### config.mk
export PLATFORM = sky130hd
export DESIGN_NAME = instruction_fetch_unit_flat
export DESIGN_NICKNAME = d
export VERILOG_FILES = /design/src/rtl/instruction_fetch_unit_if.sv /design/src/rtl/instruction_fetch_unit.sv /design/src/flat_wrapper.sv
export SDC_FILE = /design/constraint.sdc
export NUM_CORES = 1
export LEC_CHECK = 0
export CORE_MARGIN = 3
export CORE_UTILIZATION = 39
export CTS_CLUSTER_SIZE = 28
export DETAILED_ROUTE_END_ITERATION = 12
export SLEW_MARGIN = 20
export SYNTH_ARGS = -nofsm -noshare
export SYNTH_HDL_FRONTEND = slang
export SYNTH_SLANG_ARGS = --single-unit
### constraint.sdc
create_clock -name clk -period 11.05 [get_ports clk]
set_clock_uncertainty 0.05 [all_clocks]
set_input_delay 2.21 -clock clk [delete_from_list [all_inputs] [get_ports clk]]
set_output_delay 2.21 -clock clk [all_outputs]
set_load 0.1 [all_outputs]
### src/rtl/instruction_fetch_unit_if.sv
// Fetch-unit bus bundle: instruction memory port, execute-stage controls,
// and the decode-side valid/ready output with status counters.
interface instruction_fetch_unit_if;
  logic [31:0] imem_addr;
  logic [31:0] imem_data;
  logic        redirect_valid;
  logic [31:0] redirect_pc;
  logic        halt_req;
  logic        out_valid;
  logic        out_ready;
  logic [31:0] out_instr;
  logic [31:0] out_pc;
  logic        halted;
  logic [31:0] fetch_count;

  // Fetch unit side
  modport master (
    output imem_addr,
    input  imem_data,
    input  redirect_valid,
    input  redirect_pc,
    input  halt_req,
    output out_valid,
    input  out_ready,
    output out_instr,
    output out_pc,
    output halted,
    output fetch_count
  );

  // Memory / execute / decode side
  modport slave (
    input  imem_addr,
    output imem_data,
    output redirect_valid,
    output redirect_pc,
    output halt_req,
    input  out_valid,
    output out_ready,
    input  out_instr,
    input  out_pc,
    input  halted,
    input  fetch_count
  );
endinterface

### src/rtl/instruction_fetch_unit.sv
// Instruction fetch unit: owns the PC, reads a combinational instruction
// memory, buffers {pc, instr} pairs in a small FIFO and hands them to decode.
module instruction_fetch_unit #(
  parameter logic [31:0] RESET_PC    = 32'h0000_0000,
  parameter int unsigned QUEUE_DEPTH = 2
) (
  input  logic                      clk,
  input  logic                      reset,
  instruction_fetch_unit_if.master  bus
);

  localparam int unsigned PTR_W = (QUEUE_DEPTH > 1) ? $clog2(QUEUE_DEPTH) : 1;
  localparam int unsigned CNT_W = PTR_W + 1;
  localparam logic [CNT_W-1:0] FULL_CNT = CNT_W'(QUEUE_DEPTH);

  typedef enum logic {
    RUN,
    HALTED
  } state_t;

  state_t            r_state;
  state_t            w_state_next;

  logic [31:0]       r_fetch_pc;
  logic [31:0]       r_q_pc    [QUEUE_DEPTH];
  logic [31:0]       r_q_instr [QUEUE_DEPTH];
  logic [PTR_W-1:0]  r_head;
  logic [PTR_W-1:0]  r_tail;
  logic [CNT_W-1:0]  r_count;
  logic [31:0]       r_out_pc;
  logic [31:0]       r_out_instr;
  logic [31:0]       r_fetch_count;

  logic              w_full;
  logic              w_empty;
  logic              w_pop;
  logic              w_push;
  logic [PTR_W-1:0]  w_head_next;
  logic [CNT_W-1:0]  w_remain;
  logic [31:0]       w_out_pc_next;
  logic [31:0]       w_out_instr_next;

  assign w_full  = (r_count == FULL_CNT);
  assign w_empty = (r_count == '0);

  // Redirect wins over everything: the head shown in that cycle is not consumed.
  assign w_pop  = ~w_empty & bus.out_ready & ~bus.redirect_valid;
  assign w_push = (r_state == RUN) & ~bus.halt_req & ~bus.redirect_valid & (~w_full | w_pop);

  assign w_head_next = r_head + PTR_W'(w_pop);
  assign w_remain    = r_count - CNT_W'(w_pop);

  // Next head value: the output registers mirror the FIFO head one edge ahead,
  // taking the incoming word directly when the queue would otherwise be empty,
  // and holding the last value when nothing remains.
  always_comb begin
    w_out_pc_next    = r_out_pc;
    w_out_instr_next = r_out_instr;
    if (w_remain != '0) begin
      w_out_pc_next    = r_q_pc[w_head_next];
      w_out_instr_next = r_q_instr[w_head_next];
    end else if (w_push) begin
      w_out_pc_next    = r_fetch_pc;
      w_out_instr_next = bus.imem_data;
    end
  end

  // Run/halt next-state; a redirect leaves the state untouched.
  always_comb begin
    w_state_next = r_state;
    if (!bus.redirect_valid) begin
      case (r_state)
        RUN:     if (bus.halt_req)  w_state_next = HALTED;
        HALTED:  if (!bus.halt_req) w_state_next = RUN;
        default: w_state_next = RUN;
      endcase
    end
  end

  // State register.
  always_ff @(posedge clk or posedge reset) begin
    if (reset) r_state <= RUN;
    else       r_state <= w_state_next;
  end

  // PC, FIFO pointers/occupancy, output head registers and handshake counter.
  always_ff @(posedge clk or posedge reset) begin
    if (reset) begin
      r_fetch_pc    <= {RESET_PC[31:2], 2'b00};
      r_head        <= '0;
      r_tail        <= '0;
      r_count       <= '0;
      r_out_pc      <= '0;
      r_out_instr   <= '0;
      r_fetch_count <= '0;
    end else if (bus.redirect_valid) begin
      r_fetch_pc <= bus.redirect_pc & 32'hFFFF_FFFC;
      r_head     <= '0;
      r_tail     <= '0;
      r_count    <= '0;
    end else begin
      if (w_push) begin
        r_fetch_pc <= r_fetch_pc + 32'd4;
        r_tail     <= r_tail + PTR_W'(1);
      end
      if (w_pop) begin
        r_fetch_count <= r_fetch_count + 32'd1;
      end
      r_head      <= w_head_next;
      r_count     <= r_count + CNT_W'(w_push) - CNT_W'(w_pop);
      r_out_pc    <= w_out_pc_next;
      r_out_instr <= w_out_instr_next;
    end
  end

  // FIFO storage write port.
  always_ff @(posedge clk or posedge reset) begin
    if (reset) begin
      for (int unsigned i = 0; i < QUEUE_DEPTH; i++) begin
        r_q_pc[i]    <= '0;
        r_q_instr[i] <= '0;
      end
    end else if (w_push) begin
      r_q_pc[r_tail]    <= r_fetch_pc;
      r_q_instr[r_tail] <= bus.imem_data;
    end
  end

  assign bus.imem_addr   = {r_fetch_pc[31:2], 2'b00};
  assign bus.out_valid   = ~w_empty;
  assign bus.out_pc      = r_out_pc;
  assign bus.out_instr   = r_out_instr;
  assign bus.halted      = (r_state == HALTED) & w_empty;
  assign bus.fetch_count = r_fetch_count;

endmodule

### src/flat_wrapper.sv
// flat-port wrapper written by rule: the top's interface ports become plain ports
module instruction_fetch_unit_flat 
#(
  parameter logic [31:0] RESET_PC    = 32'h0000_0000,
  parameter int unsigned QUEUE_DEPTH = 2
)
  (clk, reset, bus_imem_addr, bus_imem_data, bus_redirect_valid, bus_redirect_pc, bus_halt_req, bus_out_valid, bus_out_ready, bus_out_instr, bus_out_pc, bus_halted, bus_fetch_count);
  instruction_fetch_unit_if bus_i ();
  input  logic clk;
  input  logic reset;
  output wire logic [$bits(bus_i.imem_addr)-1:0] bus_imem_addr;
  input wire logic [$bits(bus_i.imem_data)-1:0] bus_imem_data;
  input wire logic [$bits(bus_i.redirect_valid)-1:0] bus_redirect_valid;
  input wire logic [$bits(bus_i.redirect_pc)-1:0] bus_redirect_pc;
  input wire logic [$bits(bus_i.halt_req)-1:0] bus_halt_req;
  output wire logic [$bits(bus_i.out_valid)-1:0] bus_out_valid;
  input wire logic [$bits(bus_i.out_ready)-1:0] bus_out_ready;
  output wire logic [$bits(bus_i.out_instr)-1:0] bus_out_instr;
  output wire logic [$bits(bus_i.out_pc)-1:0] bus_out_pc;
  output wire logic [$bits(bus_i.halted)-1:0] bus_halted;
  output wire logic [$bits(bus_i.fetch_count)-1:0] bus_fetch_count;
  assign bus_imem_addr = bus_i.imem_addr;
  assign bus_i.imem_data = bus_imem_data;
  assign bus_i.redirect_valid = bus_redirect_valid;
  assign bus_i.redirect_pc = bus_redirect_pc;
  assign bus_i.halt_req = bus_halt_req;
  assign bus_out_valid = bus_i.out_valid;
  assign bus_i.out_ready = bus_out_ready;
  assign bus_out_instr = bus_i.out_instr;
  assign bus_out_pc = bus_i.out_pc;
  assign bus_halted = bus_i.halted;
  assign bus_fetch_count = bus_i.fetch_count;
  instruction_fetch_unit #(.RESET_PC(RESET_PC), .QUEUE_DEPTH(QUEUE_DEPTH)) u_core (.clk(clk), .reset(reset), .bus(bus_i));
endmodule
* Yosys cells after proc, flatten, opt, wreduce, memory -nomap -nowiden
Index checks and enable logic that the tools add are counted.
Storage, ports and cells: register bits 261, bits of input ports 69, output and inout bits 130, logic and storage cells 65
Cells by class: add/subtract/negate cells 7, magnitude comparators 3, eq/ne operators 1, mux-type cells 21, bitwise operators 14, reduce and logical (&&, ||, !) cells 7
Operators with widths (count):
- 2-to-1 mux 32 bit | 13
- bitwise mux 64 bit | 2
- adder 32 x 1 -> 32 bit (second input constant) | 1
- adder 32 x 3 -> 32 bit (second input constant) | 1
- demux 32 bit (select 1 bit) | 1
- bitwise AND 1 bit | 6
- nonzero test 2 bit | 3
- inverter 1 bit | 5
- >= comparator 2 bit (second input constant) | 2
- 2-to-1 mux 1 bit | 4
- inverter 1 -> 2 bit | 2
- AND reduction 2 bit | 2
- subtractor 2 x 1 -> 2 bit | 2
- adder 2 x 1 -> 2 bit | 1
- == test 2 bit (second input constant) | 1
- logical NOT 2 bit | 1
- less-than comparator 2 x 1 -> 1 bit (second input constant) | 1
- 2-to-1 mux 2 bit | 1
- adder 1 bit | 1
- adder 1 bit (second input constant) | 1
- logical AND 1 bit | 1
- bitwise OR 1 bit | 1

* Longest topological paths before layout
word-level depth 10, depth in mapped cells 12, gate-level depth less buffers 8

* Worst setup path before layout
OpenSTA, ideal clock, no wires.
kind input port to flip-flop, from input port bus_redirect_valid, to register u_core.r_out_instr[0], in the netlist u_core.bus.out_instr[0], setup time 148 ps, arrival 4248 ps, path slack 6604 ps, cell stages on the path 10, buffers on the path 3, cell sequence nand2b_1 -> nor2_2 -> buf_2 -> ha_1 -> inv_1 -> nor2_1 -> or2_2 -> clkbuf_1 -> clkbuf_1 -> o221ai_2
Between the ends: longest elaborated chain between the ends 8, elaborated cells on any way between the ends 15
RTL lines:
- from (decl) | line flat_wrapper.sv:13 | input wire logic [$bits(bus_i.redirect_valid)-1:0] bus_redirect_valid;
- inverter 1 bit (no source line) (*)
- bitwise AND 1 bit | line instruction_fetch_unit.sv:47 | assign w_pop = ~w_empty & bus.out_ready & ~bus.redirect_valid;
- adder 1 bit | line instruction_fetch_unit.sv:50 | assign w_head_next = r_head + PTR_W'(w_pop);
- inverter 1 -> 2 bit (not written as such) | line instruction_fetch_unit.sv:61 | w_out_instr_next = r_q_instr[w_head_next];
- 2-to-1 mux 32 bit (not written as such) (3 in a row) | line instruction_fetch_unit.sv:61
- 2-to-1 mux 32 bit | line instruction_fetch_unit.sv:59 | if (w_remain != '0) begin
- to (signal assigned) | line instruction_fetch_unit.sv:112 | r_out_instr <= w_out_instr_next;
- to (decl) | line instruction_fetch_unit.sv:31 | logic [31:0] r_out_instr;
Mark *: on every way between the ends. The rest lies on a longest branch, timed or not. The select of a mux whose other input is x is not followed. A chain may end at the register's enable or synchronous reset.

* Final worst setup path
from input port bus_redirect_valid, to register u_core.r_out_instr[25], in the netlist u_core.bus.out_instr[25]
Same word-level chain as after synthesis.

==> results by group <==
Global routing
  – Largest net degree at the start of global routing: 117
  – Global-route wire length before repair: 48.9 mm
  – Total GRT Usage: 0.180
  – Grt ovf: 0
  – Initial antenna violation count: 1
  – Vias in the first global route: 8439

Clock tree
  – Root buffer cell: clkbuf_16
  – Worst-Skew Late Latency: 0.53 ns
  – Clock sinks: 253
  – CTS Buf Count: 28
  – CTS H-tree depth: 1
  – Post-CTS Setup Bufs: 0
  – CTS Hold Bufs: 0
  – CTS tree: built
  – Worst-case clock buffer depth: 3
  – Clock transition at path regs: 0.06 ns
  – CTS resizes: 0

Synth
  – Ranking of synthesized cells by area: dfrtp_1 (52%), o221ai_2 (7.4%), mux2_2 (6.9%)
  – Sequential-to-total area share from yosys stat: 0.521
  – Ys Warns: 0
  – Netlist cell types: 57
  – Mean Syn Cell Area: 12.3 um^2
  – Synthesized area: 12100 um^2
  – Synth Flop Type: dfrtp_1
  – Post-synth top area cell: dfrtp_1
  – Post-synth EDFFs: 0
  – Yosys top cell area share: 0.521
  – Post-synth ARST share: 1.00
  – Flops & latches, synth: 253
  – Post-synthesis instance total: 986

STA
  – Setup ws final: 4.77 ns
  – Slew HR: 0.276
  – Worst-margin pin slew: 1.08 ns
  – Fin Setup TNS: 0 ns
  – Max-slew violations: 0
  – Fmax: 159 MHz
  – Hold Slack: 0.421 ns
  – Final setup violation count: 0
  – Final Hold Viols: 0
  – Period minus WS final: 6.28 ns
  – Fin crit share: 0.568
  – Unrepaired setup endpoints after global routing: no

Flow run
  – # Max-Cap Violations: 0

Place
  – Post-DP HPWL: 18.7 mm
  – PortBufs: 192
  – Post-place instance area: 14200 um^2
  – Dpl cells: 1513
  – Pre-CTS setup slack: 4.18 ns
  – Routability cong.: 0.736

Route
  – Drt wl/cell: 19.3 um
  – WL final: 30.1 mm
  – # DRC: 0
  – Post-route ant nets: 0
  – Drt pass-1 iters: 4
  – Routed vias: 8313
  – Drt initial violations: 438
  – Vias/cell: 5.32

Floorplan
  – Die height: 182 um
  – Full die area: 33300 um^2
  – Starting Density: 0.402
  – Row Count: 63
  – I/O pins: 199
  – Die width: 182 um
  – Core ar.: 30200 um^2

Final layout
  – Commonest non-fill, non-tap cells in the layout: dfrtp_1 (253), clkdlybuf4s50_1 (191), nand2_1 (172), mux2_2 (74), mux2i_1 (64)
  – Commonest non-fill, non-tap cell in the layout: dfrtp_1
  – Final instance area: 15200 um^2
  – Nets: 1226
  – Final core occ: 0.502
  – Area grow syn2layout: 24.8%
  – Layout cells sized above 1: 0.212
  – Fill count: 2690
  – Cell Count, Final, Fillers Out: 1564
  – N_diodes: 0

Pwr
  – Reg power frac: 0.328
  – Internal cell power: 2.28 mW
  – Clock share of power: 0.218
  – Leak: 6.94 nW
  – Sw frac: 0.455
  – Combinational power share: 0.455
  – Net switching power: 1.90 mW
  – Total power: 4.18 mW
  – Worst IR Drop VDD: 0.158 mV
  – PwrDens: 276 nW/um^2

Run status
  – Outcome: complete, no violations

Worst setup path
  – Worst Setup EP: u_core.bus.out_instr[25]
  – R2R setup slack: 6.45 ns
  – CP Data Required Time: 11.37 ns
  – Reg2reg end: u_core.bus.out_instr[25]
  – CP endpoint kind: flop
  – Setup CP Type: in -> reg
  – Reg2reg path depth: 9
  – Reg-to-Reg Start: u_core.r_count[1]
  – CP Launch Type: input port
  – CP arrival: 6.60 ns
  – CP max FO: 69
  – Crit path from: bus_redirect_valid

Worst hold path
  – Min-delay worst type: reg -> reg
worst max-delay path: stages:
cell and delay [ns]:
buf_2 0.09, buf_4 0.31, nand2b_1 0.28, nor2_2 0.48, ha_1 0.21, inv_1 0.07
nor2_4 0.39, buf_4 0.66, a21o_4 0.86, buf_4 0.74, o221ai_2 0.20
cells in the mapped netlist, drive strengths merged (10+ instances only):
cell	number
inv	10
mux2	123
nor2	24
mux2i	64
buf	46
nand3	30
xor2	10
dfrtp	253
o221ai	62
o21ai	19
clkbuf	23
nand4	23
xnor2	26
nand2	173
state kept, by name, indices dropped and copies added (netlist names), 2 cells and up:
register / flops
u_core.r_q_instr: 64
u_core.r_q_pc: 60
u_core.bus.out_pc: 30
u_core.bus.fetch_count: 32
u_core.r_count: 2
u_core.bus.out_instr: 32
u_core.r_fetch_pc: 30
area by class of cell:
cell class                      count  area [um^2]  area share
Sequential cell                   253         6330       0.418
Multi-Input combinational cell    656         5370       0.355
Timing Repair Buffer              203         2000       0.132
Clock buffer                       43          868      0.0573
Tap cell                          390          488      0.0322
Inverter                           11         50.0     0.00330
Clock inverter                      8         40.0     0.00264
power groups by stage:
stage / logic (mW) / registers, mW / clock network (mW)
floorplan: 0.592 / 2.26 / 0
global placement: 1.90 / 1.38 / 0
detailed placement: 1.92 / 1.38 / 0
CTS: 1.92 / 1.37 / 0.935
global route: 1.99 / 1.41 / 0.970
finish: 1.90 / 1.37 / 0.909
cells by family (layout without fill, tap and decap cells):
logic type / count (synthesis) / after routing / synth area share
simple gates: 315 / 315 / 0.124
mux: 187 / 187 / 0.180
buf+inv: 80 / 265 / 0.0389
flops: 253 / 253 / 0.521
other cells: 1 / 4 / 0.000309
fa+ha+maj: 4 / 4 / 0.00412
compound gates: 110 / 110 / 0.103
xor+xnor: 36 / 36 / 0.0275
worst min path at each step:
| stage | startpoint | endpoint | slack, ns | depth (start not counted) |
|---|---|---|---|---|
| 5_1_grt | u_core.bus.fetch_count[31] | u_core.bus.fetch_count[31] | 0.45 | 1 |
| 4_1_cts | u_core.bus.fetch_count[31] | u_core.bus.fetch_count[31] | 0.43 | 1 |
| 6_report | u_core.bus.fetch_count[31] | u_core.bus.fetch_count[31] | 0.42 | 1 |
| 3_5_place_dp | u_core.bus.fetch_count[31] | u_core.bus.fetch_count[31] | 0.42 | 1 |
| 3_3_place_gp | u_core.bus.fetch_count[31] | u_core.bus.fetch_count[31] | 0.41 | 1 |
| 2_1_floorplan | u_core.r_q_pc[10] | u_core.r_q_pc[10] | 0.40 | 2 |
per-layer routing:
layer / wire length [um] / GRT usage
met1: 14400 / 0.260
met4: 440 / 0.0308
met2: 13900 / 0.288
met5: 10 / 0
met3: 1400 / 0.0325
Power figures use the tool's default switching activity.
